**src/rtl/instr_fetch_unit.sv**
```systemverilog
// Fetch/issue front end for the 9-bit decoder: PC, branch-target LUT, 1-cycle imem reads.
// Optional feature macro: HALT_INSTR_EN (HALT_CODE in ISSUE ends the run without issuing).
module instr_fetch_unit #(
  parameter int unsigned PC_W      = 10,
  parameter int unsigned INSTR_W   = 9,
  parameter int unsigned LUT_IDX_W = 5,
  parameter logic [INSTR_W-1:0] HALT_CODE = 9'h1FF
) (
  input  logic                 clk,
  input  logic                 reset,
  input  logic                 start,
  input  logic [PC_W-1:0]      prog_end,
  output logic [PC_W-1:0]      imem_addr,
  output logic                 imem_ren,
  input  logic [INSTR_W-1:0]   imem_rdata,
  output logic [INSTR_W-1:0]   instr,
  output logic                 instr_valid,
  input  logic                 stall,
  input  logic                 branch_en,
  input  logic [LUT_IDX_W-1:0] branch_idx,
  input  logic                 lut_we,
  input  logic [LUT_IDX_W-1:0] lut_waddr,
  input  logic [PC_W-1:0]      lut_wdata,
  output logic [PC_W-1:0]      pc,
  output logic [15:0]          instr_count,
  output logic                 done
);

  localparam int unsigned LUT_DEPTH = 1 << LUT_IDX_W;
  localparam int unsigned CNT_W     = 16;

`ifdef HALT_INSTR_EN
  localparam logic HALT_EN = 1'b1;
`else
  localparam logic HALT_EN = 1'b0;
`endif

  typedef enum logic [1:0] {
    S_IDLE  = 2'd0,
    S_FETCH = 2'd1,
    S_ISSUE = 2'd2,
    S_DONE  = 2'd3
  } state_t;

  state_t              state_q;
  logic [PC_W-1:0]     pc_q;
  logic [INSTR_W-1:0]  instr_q;
  logic                first_q;
  logic [CNT_W-1:0]    count_q;
  logic [PC_W-1:0]     lut_q [LUT_DEPTH];

  logic [INSTR_W-1:0]  instr_d;
  logic [PC_W:0]       pc_next_d;
  logic                end_run_d;
  logic                halt_hit_d;
  logic [CNT_W-1:0]    count_inc_d;

  // Read data arrives in the first ISSUE cycle; instr_q holds it for any stall cycles after.
  assign instr_d = first_q ? imem_rdata : instr_q;

  assign halt_hit_d = HALT_EN && (state_q == S_ISSUE) && (instr_d == HALT_CODE);

  // Extra top bit catches PC wrap so a run off the end of memory terminates.
  always_comb begin
    pc_next_d   = '0;
    end_run_d   = 1'b0;
    count_inc_d = count_q;
    if (branch_en) begin
      pc_next_d = {1'b0, lut_q[branch_idx]};
    end else begin
      pc_next_d = {1'b0, pc_q} + (PC_W+1)'(1);
    end
    end_run_d = pc_next_d[PC_W] || (pc_next_d[PC_W-1:0] > prog_end);
    if (count_q != {CNT_W{1'b1}}) begin
      count_inc_d = count_q + CNT_W'(1);
    end
  end

  always_ff @(posedge clk or posedge reset) begin
    if (reset) begin
      for (int i = 0; i < LUT_DEPTH; i++) begin
        lut_q[i] <= '0;
      end
    end else if (lut_we) begin
      lut_q[lut_waddr] <= lut_wdata;
    end
  end

  always_ff @(posedge clk or posedge reset) begin
    if (reset) begin
      state_q <= S_IDLE;
      pc_q    <= '0;
      instr_q <= '0;
      first_q <= 1'b0;
      count_q <= '0;
    end else begin
      first_q <= 1'b0;
      case (state_q)
        S_IDLE, S_DONE: begin
          if (start) begin
            pc_q    <= '0;
            count_q <= '0;
            state_q <= S_FETCH;
          end
        end
        S_FETCH: begin
          first_q <= 1'b1;
          state_q <= S_ISSUE;
        end
        S_ISSUE: begin
          if (first_q) begin
            instr_q <= imem_rdata;
          end
          if (halt_hit_d) begin
            state_q <= S_DONE;
          end else if (!stall) begin
            count_q <= count_inc_d;
            if (end_run_d) begin
              state_q <= S_DONE;
            end else begin
              pc_q    <= pc_next_d[PC_W-1:0];
              state_q <= S_FETCH;
            end
          end
        end
        default: state_q <= S_IDLE;
      endcase
    end
  end

  assign imem_addr   = pc_q;
  assign imem_ren    = (state_q == S_FETCH);
  assign instr       = instr_d;
  assign instr_valid = (state_q == S_ISSUE) && !halt_hit_d;
  assign pc          = pc_q;
  assign instr_count = count_q;
  assign done        = (state_q == S_DONE);

endmodule

```
**config.mk**
```make
export PLATFORM = sky130hd
export DESIGN_NAME = instr_fetch_unit
export DESIGN_NICKNAME = d
export VERILOG_FILES = /design/src/rtl/instr_fetch_unit.sv
export SDC_FILE = /design/constraint.sdc
export NUM_CORES = 1
export LEC_CHECK = 0
export ABC_AREA = 1
export BUFFER_PORTS_ARGS = -buffer_cell sky130_fd_sc_hd__buf_2
export CELL_PAD_IN_SITES_DETAIL_PLACEMENT = 0
export CELL_PAD_IN_SITES_GLOBAL_PLACEMENT = 1
export CORE_MARGIN = 2
export CORE_UTILIZATION = 50
export CTS_CLUSTER_SIZE = 16
export DETAILED_ROUTE_END_ITERATION = 10
export GPL_TIMING_DRIVEN = 1
export MAX_ROUTING_LAYER = met4
export PLACE_DENSITY_LB_ADDON = 0.1
export RECOVER_POWER = 25
export SYNTH_ARGS = -nofsm -noshare
export SYNTH_HDL_FRONTEND = slang
export SYNTH_SLANG_ARGS = --single-unit
```
**constraint.sdc**
```tcl
create_clock -name clk -period 35.5 [get_ports clk]
set_input_delay 5.325 -clock clk [delete_from_list [all_inputs] [get_ports clk]]
set_output_delay 5.325 -clock clk [all_outputs]
set_load 0.02 [all_outputs]
```
==> results of run 1 <==
## metrics by stage
| stage | cells | setup WS (ns) |
|---|---|---|
| after floorplan | 2207 | 20.24 |
| after global placement | 2599 | 24.41 |
| after detailed placement | 2599 | 24.39 |
| after CTS | 2670 | 24.39 |
| after global routing | 2671 | 24.33 |
| final | 2671 | 24.39 |
## critical path: cells and delay by family
kind                   cells  cell delay (ns)
buffers and inverters      2             0.30
AO/OA/AOI/OAI              1             0.11
AND/OR/NAND/NOR            1             0.05
## per-layer routing
layer	track usage, %	share of wire [%]	up-vias
met5	-	0	-
met4	7.78	2.7	0
met3	3.30	4.3	70
met2	44.2	46	314
met1	38.6	47	6987
li1	-	-	7137
## state kept, by name, summed over array words and instances (netlist names)
| register | flops |
|---|---|
| state_q | 2 |
| instr_q | 9 |
| lut_q | 320 |
| first_q | 1 |
| instr_count | 16 |
| imem_addr | 10 |
## power breakdown
| group | switching (mW) | internal (mW) |
|---|---|---|
| clock | 0.167 | 0.264 |
| combinational | 0.148 | 0.0764 |
| sequential | 0.0452 | 0.488 |
## placed cells by master (no fill, tap or decap), types with 6 or more instances in the layout
cell,n
nand2_1,807
dfrtp_1,358
nand3_1,291
o21ai_0,289
buf_2,89
nor2_1,75
inv_1,62
a21oi_1,60
clkbuf_16,41
buf_4,19
ha_1,16
clkbuf_1,15
nor3_1,14
o21ai_1,12
clkinv_2,9
clkbuf_8,8
inv_2,7
o31ai_1,7
nand4_1,6
xor2_1,6
## logic make-up after synthesis
| group | share of synthesized area [%] |
|---|---|
| flip-flops | 51.8 |
| AND/OR/NAND/NOR | 28.8 |
| AO/OA/AOI/OAI | 11.0 |
| buffers and inverters | 6.82 |
| adder cells (fa/ha/maj) | 1.16 |
| XOR/XNOR | 0.355 |
## cell usage after synthesis (all sizes together) (3+ instances only)
| master | n |
|---|---|
| nand2 | 808 |
| dfrtp | 358 |
| o21ai | 301 |
| nand3 | 291 |
| clkbuf | 98 |
| buf | 80 |
| nor2 | 76 |
| inv | 72 |
| a21oi | 60 |
| nor3 | 17 |
| ha | 16 |
| o31ai | 7 |
| nand4 | 6 |
| xor2 | 6 |
| or2 | 3 |
## final timing paths
kind	start	endpoint	slack [ns]	depth (start not counted)
setup / recovery	imem_rdata[4]	instr[4]	24.39	4
hold / removal	lut_q[134]$_DFFE_PP0P_	lut_q[134]$_DFFE_PP0P_	0.48	2
setup reg to reg	state_q[0]$_DFFE_PP0P_	instr_count[2]$_DFFE_PP0P_	32.41	9
hold reg to reg	lut_q[134]$_DFFE_PP0P_	lut_q[134]$_DFFE_PP0P_	0.48	2
max in group asynchronous	reset	lut_q[128]$_DFFE_PP0P_	25.64	4
min in group asynchronous	reset	lut_q[247]$_DFFE_PP0P_	6.48	2
## layout make-up
| cell class | count | area (um2) | share of cell area (%) |
|---|---|---|---|
| Multi-Input combinational cell | 1598 | 7110 | 37.6 |
| Tap cell | 455 | 569 | 3.01 |
| Sequential cell | 358 | 8960 | 47.4 |
| Clock inverter | 14 | 195 | 1.03 |
| Inverter | 73 | 278 | 1.47 |
| Antenna cell | 1 | 2.50 | 0.0132 |
| Clock buffer | 57 | 1170 | 6.17 |
| Timing Repair Buffer | 115 | 614 | 3.25 |
==> impl_metrics.yaml, run 1 <==
synthesis:
  synthFlopType: "dfrtp_1"
  async_reset_ff_share_pct: 100
  synth_fp_nets: 2268
  ys_types: 35
  avgSynthCellArea_um2: 7.83
  yosysSeqAreaShare_pct: 51.8
  yosys_register_bits: 358
  synth_edf_count: 0
  yosysTopAreaCell: "dfrtp_1"
  netlist_instances: 2207
  synthTopCellsByArea: "dfrtp_1 52%, nand2_1 17%, nand3_1 8.4%"
  yosys_warnings: 0
  synth.top_cell.area_share_pct: 51.8
  synth_area_um2: 17300
placed_design:
  dp.final_hpwl_um: 28300
  port_buffers: 92
  gp_congestion: 0.907
  place_area_um2: 17600
routing:
  wl_um: 47500
  drc: 0
  first_pass_iters: 5
  vias: 14500
  via_per_inst: 5.43
  drt_iter0_markers: 1191
  final_antenna_net_count: 0
  avgRoutedWirePerCell_um: 17.8
cts:
  post_cts_resized: 0
  clock-sinks: 358
  postCtsSetupBuffers: 0
  htree_levels: 2
  cts-root-buf: "clkbuf_16"
  cts.clk_slew.worst_paths_ns: 0.06
  cts_tree: "yes"
  clock_path_buffers: 3
  insertion_delay_ns: 0.54
  cts_buffers: 40
  ctsHoldBuffers: 0
cells_and_area:
  area_growth_pct: 9.29
  final_cell_area_um2: 18900
  nFillCells: 3307
  drive_above_1_share_pct: 8.53
  num-nets-final: 2247
  finalCoreUtilization_pct: 55.1
power:
  p_leak_nw: 9.08
  power_mw: 1.19
  p_per_area_nw_per_um2: 62.9
  vdd_ir_drop_max_v: 0.0000475
timing:
  drv_slew: 129
  hold_violations: 0
  skew_ns: 0.0103
  max-slew-margin-rel_pct: -274
  rsz0062_at_grt: "false"
  setup_viol: 0
  period_minus_slack_ns: 11.11
  worstMarginPinSlew_ns: 5.58
  fmax_mhz: 90.0
  finalSetupTns_ns: 0
  period_share_pct: 31.3
  whs_ns: 0.482
worst_setup_path:
  crit_slowest_cell: "buf_2"
  crit_arrival_ns: 5.79
  critPathLaunchType: "input pin"
  crit_path_end_kind: "output port"
  slowest_delay_ns: 0.20
  path_class: "input pin to output port"
  crit_chain: "buf_2 -> nand2_1 -> o21ai_0 -> buf_2"
  cp_max_fo: 2
  worstPathRequired_ns: 30.17
  crit_path_frequent_cell: "buf_2"
grt:
  grt_max_degree: 129
  grt_pass1_vias: 13800
  grt_pass1_wl_um: 77400
  antenna_found_initial: 1
  grt_util_all_layers_pct: 28.0
  overflow: 0
floorplan:
  start_util_pct: 50.4
  die_area_um2: 36100
  core_area_um2: 34300
  ios: 93
  dieWidth_um: 190
  rows: 68
  die_h_um: 190
worst_hold_path:
  hold_path.class: "flip-flop to flip-flop"
status:
  status: "finished, violations left"
  violations: "capacitance limit, slew limit"
job:
  maxCapViolations: 1
Power figures use the tool's default switching activity.
==> run 2, diff against run 1 <==
Settings changed: CORE_UTILIZATION 50 to 42.
Clock period 35.5 ns to 10 ns, I/O delays scaled along.
==> impl_metrics.yaml, run 2 (synthesis results as in run 1) <==
status:
  status: "finished, violations left"
  violations: "capacitance limit, slew limit"
timing:
  finalSetupTns_ns: 0
  setup_viol: 0
  worstMarginPinSlew_ns: 4.00
  fmax_mhz: 174
  hold_violations: 0
  period_minus_slack_ns: 5.74
  skew_ns: 0.0169
  max-slew-margin-rel_pct: -167
  rsz0062_at_grt: "false"
  layout_setup_ws_ns: 4.26
  drv_slew: 141
  period_share_pct: 57.4
cells_and_area:
  fin_cells: 2752
  antenna_cells: 0
  nFillCells: 4200
  drive_above_1_share_pct: 8.69
  max_flop_register: "lut_q"
  largest_reg_flops: 320
  final_cell_area_um2: 19000
  finalCoreUtilization_pct: 46.6
  final_common_cell: "nand2_1"
  final-seq-area_um2: 8960
  area_growth_pct: 9.90
  layout_common_cells: "806 x nand2_1, 358 x dfrtp_1, 291 x nand3_1"
  num-nets-final: 2251
  multi_input_area_um2: 7120
worst_setup_path:
  critPathLaunchType: "input pin"
  r2r_setup_slack_ns: 7.08
  cp_max_fo: 68
  r2r-start: "imem_addr[1]$_DFFE_PP0P_"
  crit_path_end_kind: "async pin"
  path_class: "input pin to async pin"
  reg2regPathDepth: 20
  worstPathRequired_ns: 10.58
  r2r_end: "imem_addr[8]$_DFFE_PP0P_"
  crit_arrival_ns: 6.32
placed_design:
  port_buffers: 92
  place_area_um2: 17700
  post-place-ws_ns: 4.49
  dp.final_hpwl_um: 31400
  gp_congestion: 0.856
  dp.cells: 2677
floorplan:
  rows: 74
  ios: 93
  core_area_um2: 40700
  die_area_um2: 42800
  start_util_pct: 42.4
  die_h_um: 207
  dieWidth_um: 207
cts:
  clock-sinks: 358
  cts.clk_slew.worst_paths_ns: 0.05
  insertion_delay_ns: 0.57
  cts_tree: "yes"
  cts_buffers: 43
  clock_path_buffers: 3
  postCtsSetupBuffers: 0
  htree_levels: 2
  cts-root-buf: "clkbuf_16"
  post_cts_resized: 0
  ctsHoldBuffers: 0
worst_hold_path:
  hold_start: "lut_q[270]$_DFFE_PP0P_"
  hold_path.class: "flip-flop to flip-flop"
  min_to: "lut_q[270]$_DFFE_PP0P_"
  holdPathStages: 2
routing:
  wl_met3_um: 2450
  final_antenna_net_count: 0
  drc: 0
  wl_um: 52400
  maxUsedRoutingLayer: "met4"
  wl_met2_um: 23900
  drt_iter0_markers: 1087
  met1_length_um: 24600
  via_per_inst: 5.30
  avgRoutedWirePerCell_um: 19.0
  vias: 14600
  first_pass_iters: 6
grt:
  grt_max_degree: 138
  antenna_found_initial: 0
  grt_util_all_layers_pct: 26.0
  grt_pass1_vias: 13900
  grt_pass1_wl_um: 83200
  overflow: 0
power:
  vdd_ir_drop_max_v: 0.000119
  p_per_area_nw_per_um2: 223
  p_leak_nw: 9.07
job:
  maxCapViolations: 2
## run 2: cell type report
class	count	share of cell area, %
Sequential cell	358	47.1
Tap cell	532	3.50
Timing Repair Buffer	116	3.30
Clock buffer	64	6.60
Multi-Input combinational cell	1598	37.5
Inverter	73	1.46
Clock inverter	11	0.500
## run 2: critical path, cell delays in order
cell and delay (ns):
buf_2 0.10, clkinvlp_2 0.77, clkbuf_1 2.76, buf_4 1.05
## run 2: worst max-delay path by stage
stage / start / end / slack, ns
final: reset / lut_q[122]$_DFFE_PP0P_ / 4.26
after detailed placement: branch_idx[1] / imem_addr[1]$_DFFE_PP0P_ / 4.49
after global routing: reset / lut_q[55]$_DFFE_PP0P_ / 3.23
after global placement: branch_idx[1] / imem_addr[1]$_DFFE_PP0P_ / 4.53
after floorplan: reset / first_q$_DFF_PP0_ / 3.70
after CTS: branch_idx[1] / imem_addr[1]$_DFFE_PP0P_ / 5.09
## run 2: stage by stage
step	hold WS [ns]	power, mW
2_1_floorplan	0.453	2.52
3_3_place_gp	0.466	2.73
3_5_place_dp	0.472	2.75
4_1_cts	0.487	4.28
5_1_grt	0.499	4.50
6_report	0.482	4.24
## run 2: where the power goes
part	internal [mW]	switching (mW)
registers	1.73	0.161
logic	0.274	0.547
clock network	0.892	0.629
## run 2: per-layer routing
layer  up-vias  global-route usage, %
met5         -                      -
met3        87                   3.49
met1      7007                   36.3
met2       358                   39.6
li1       7123                      -
met4         0                   8.16
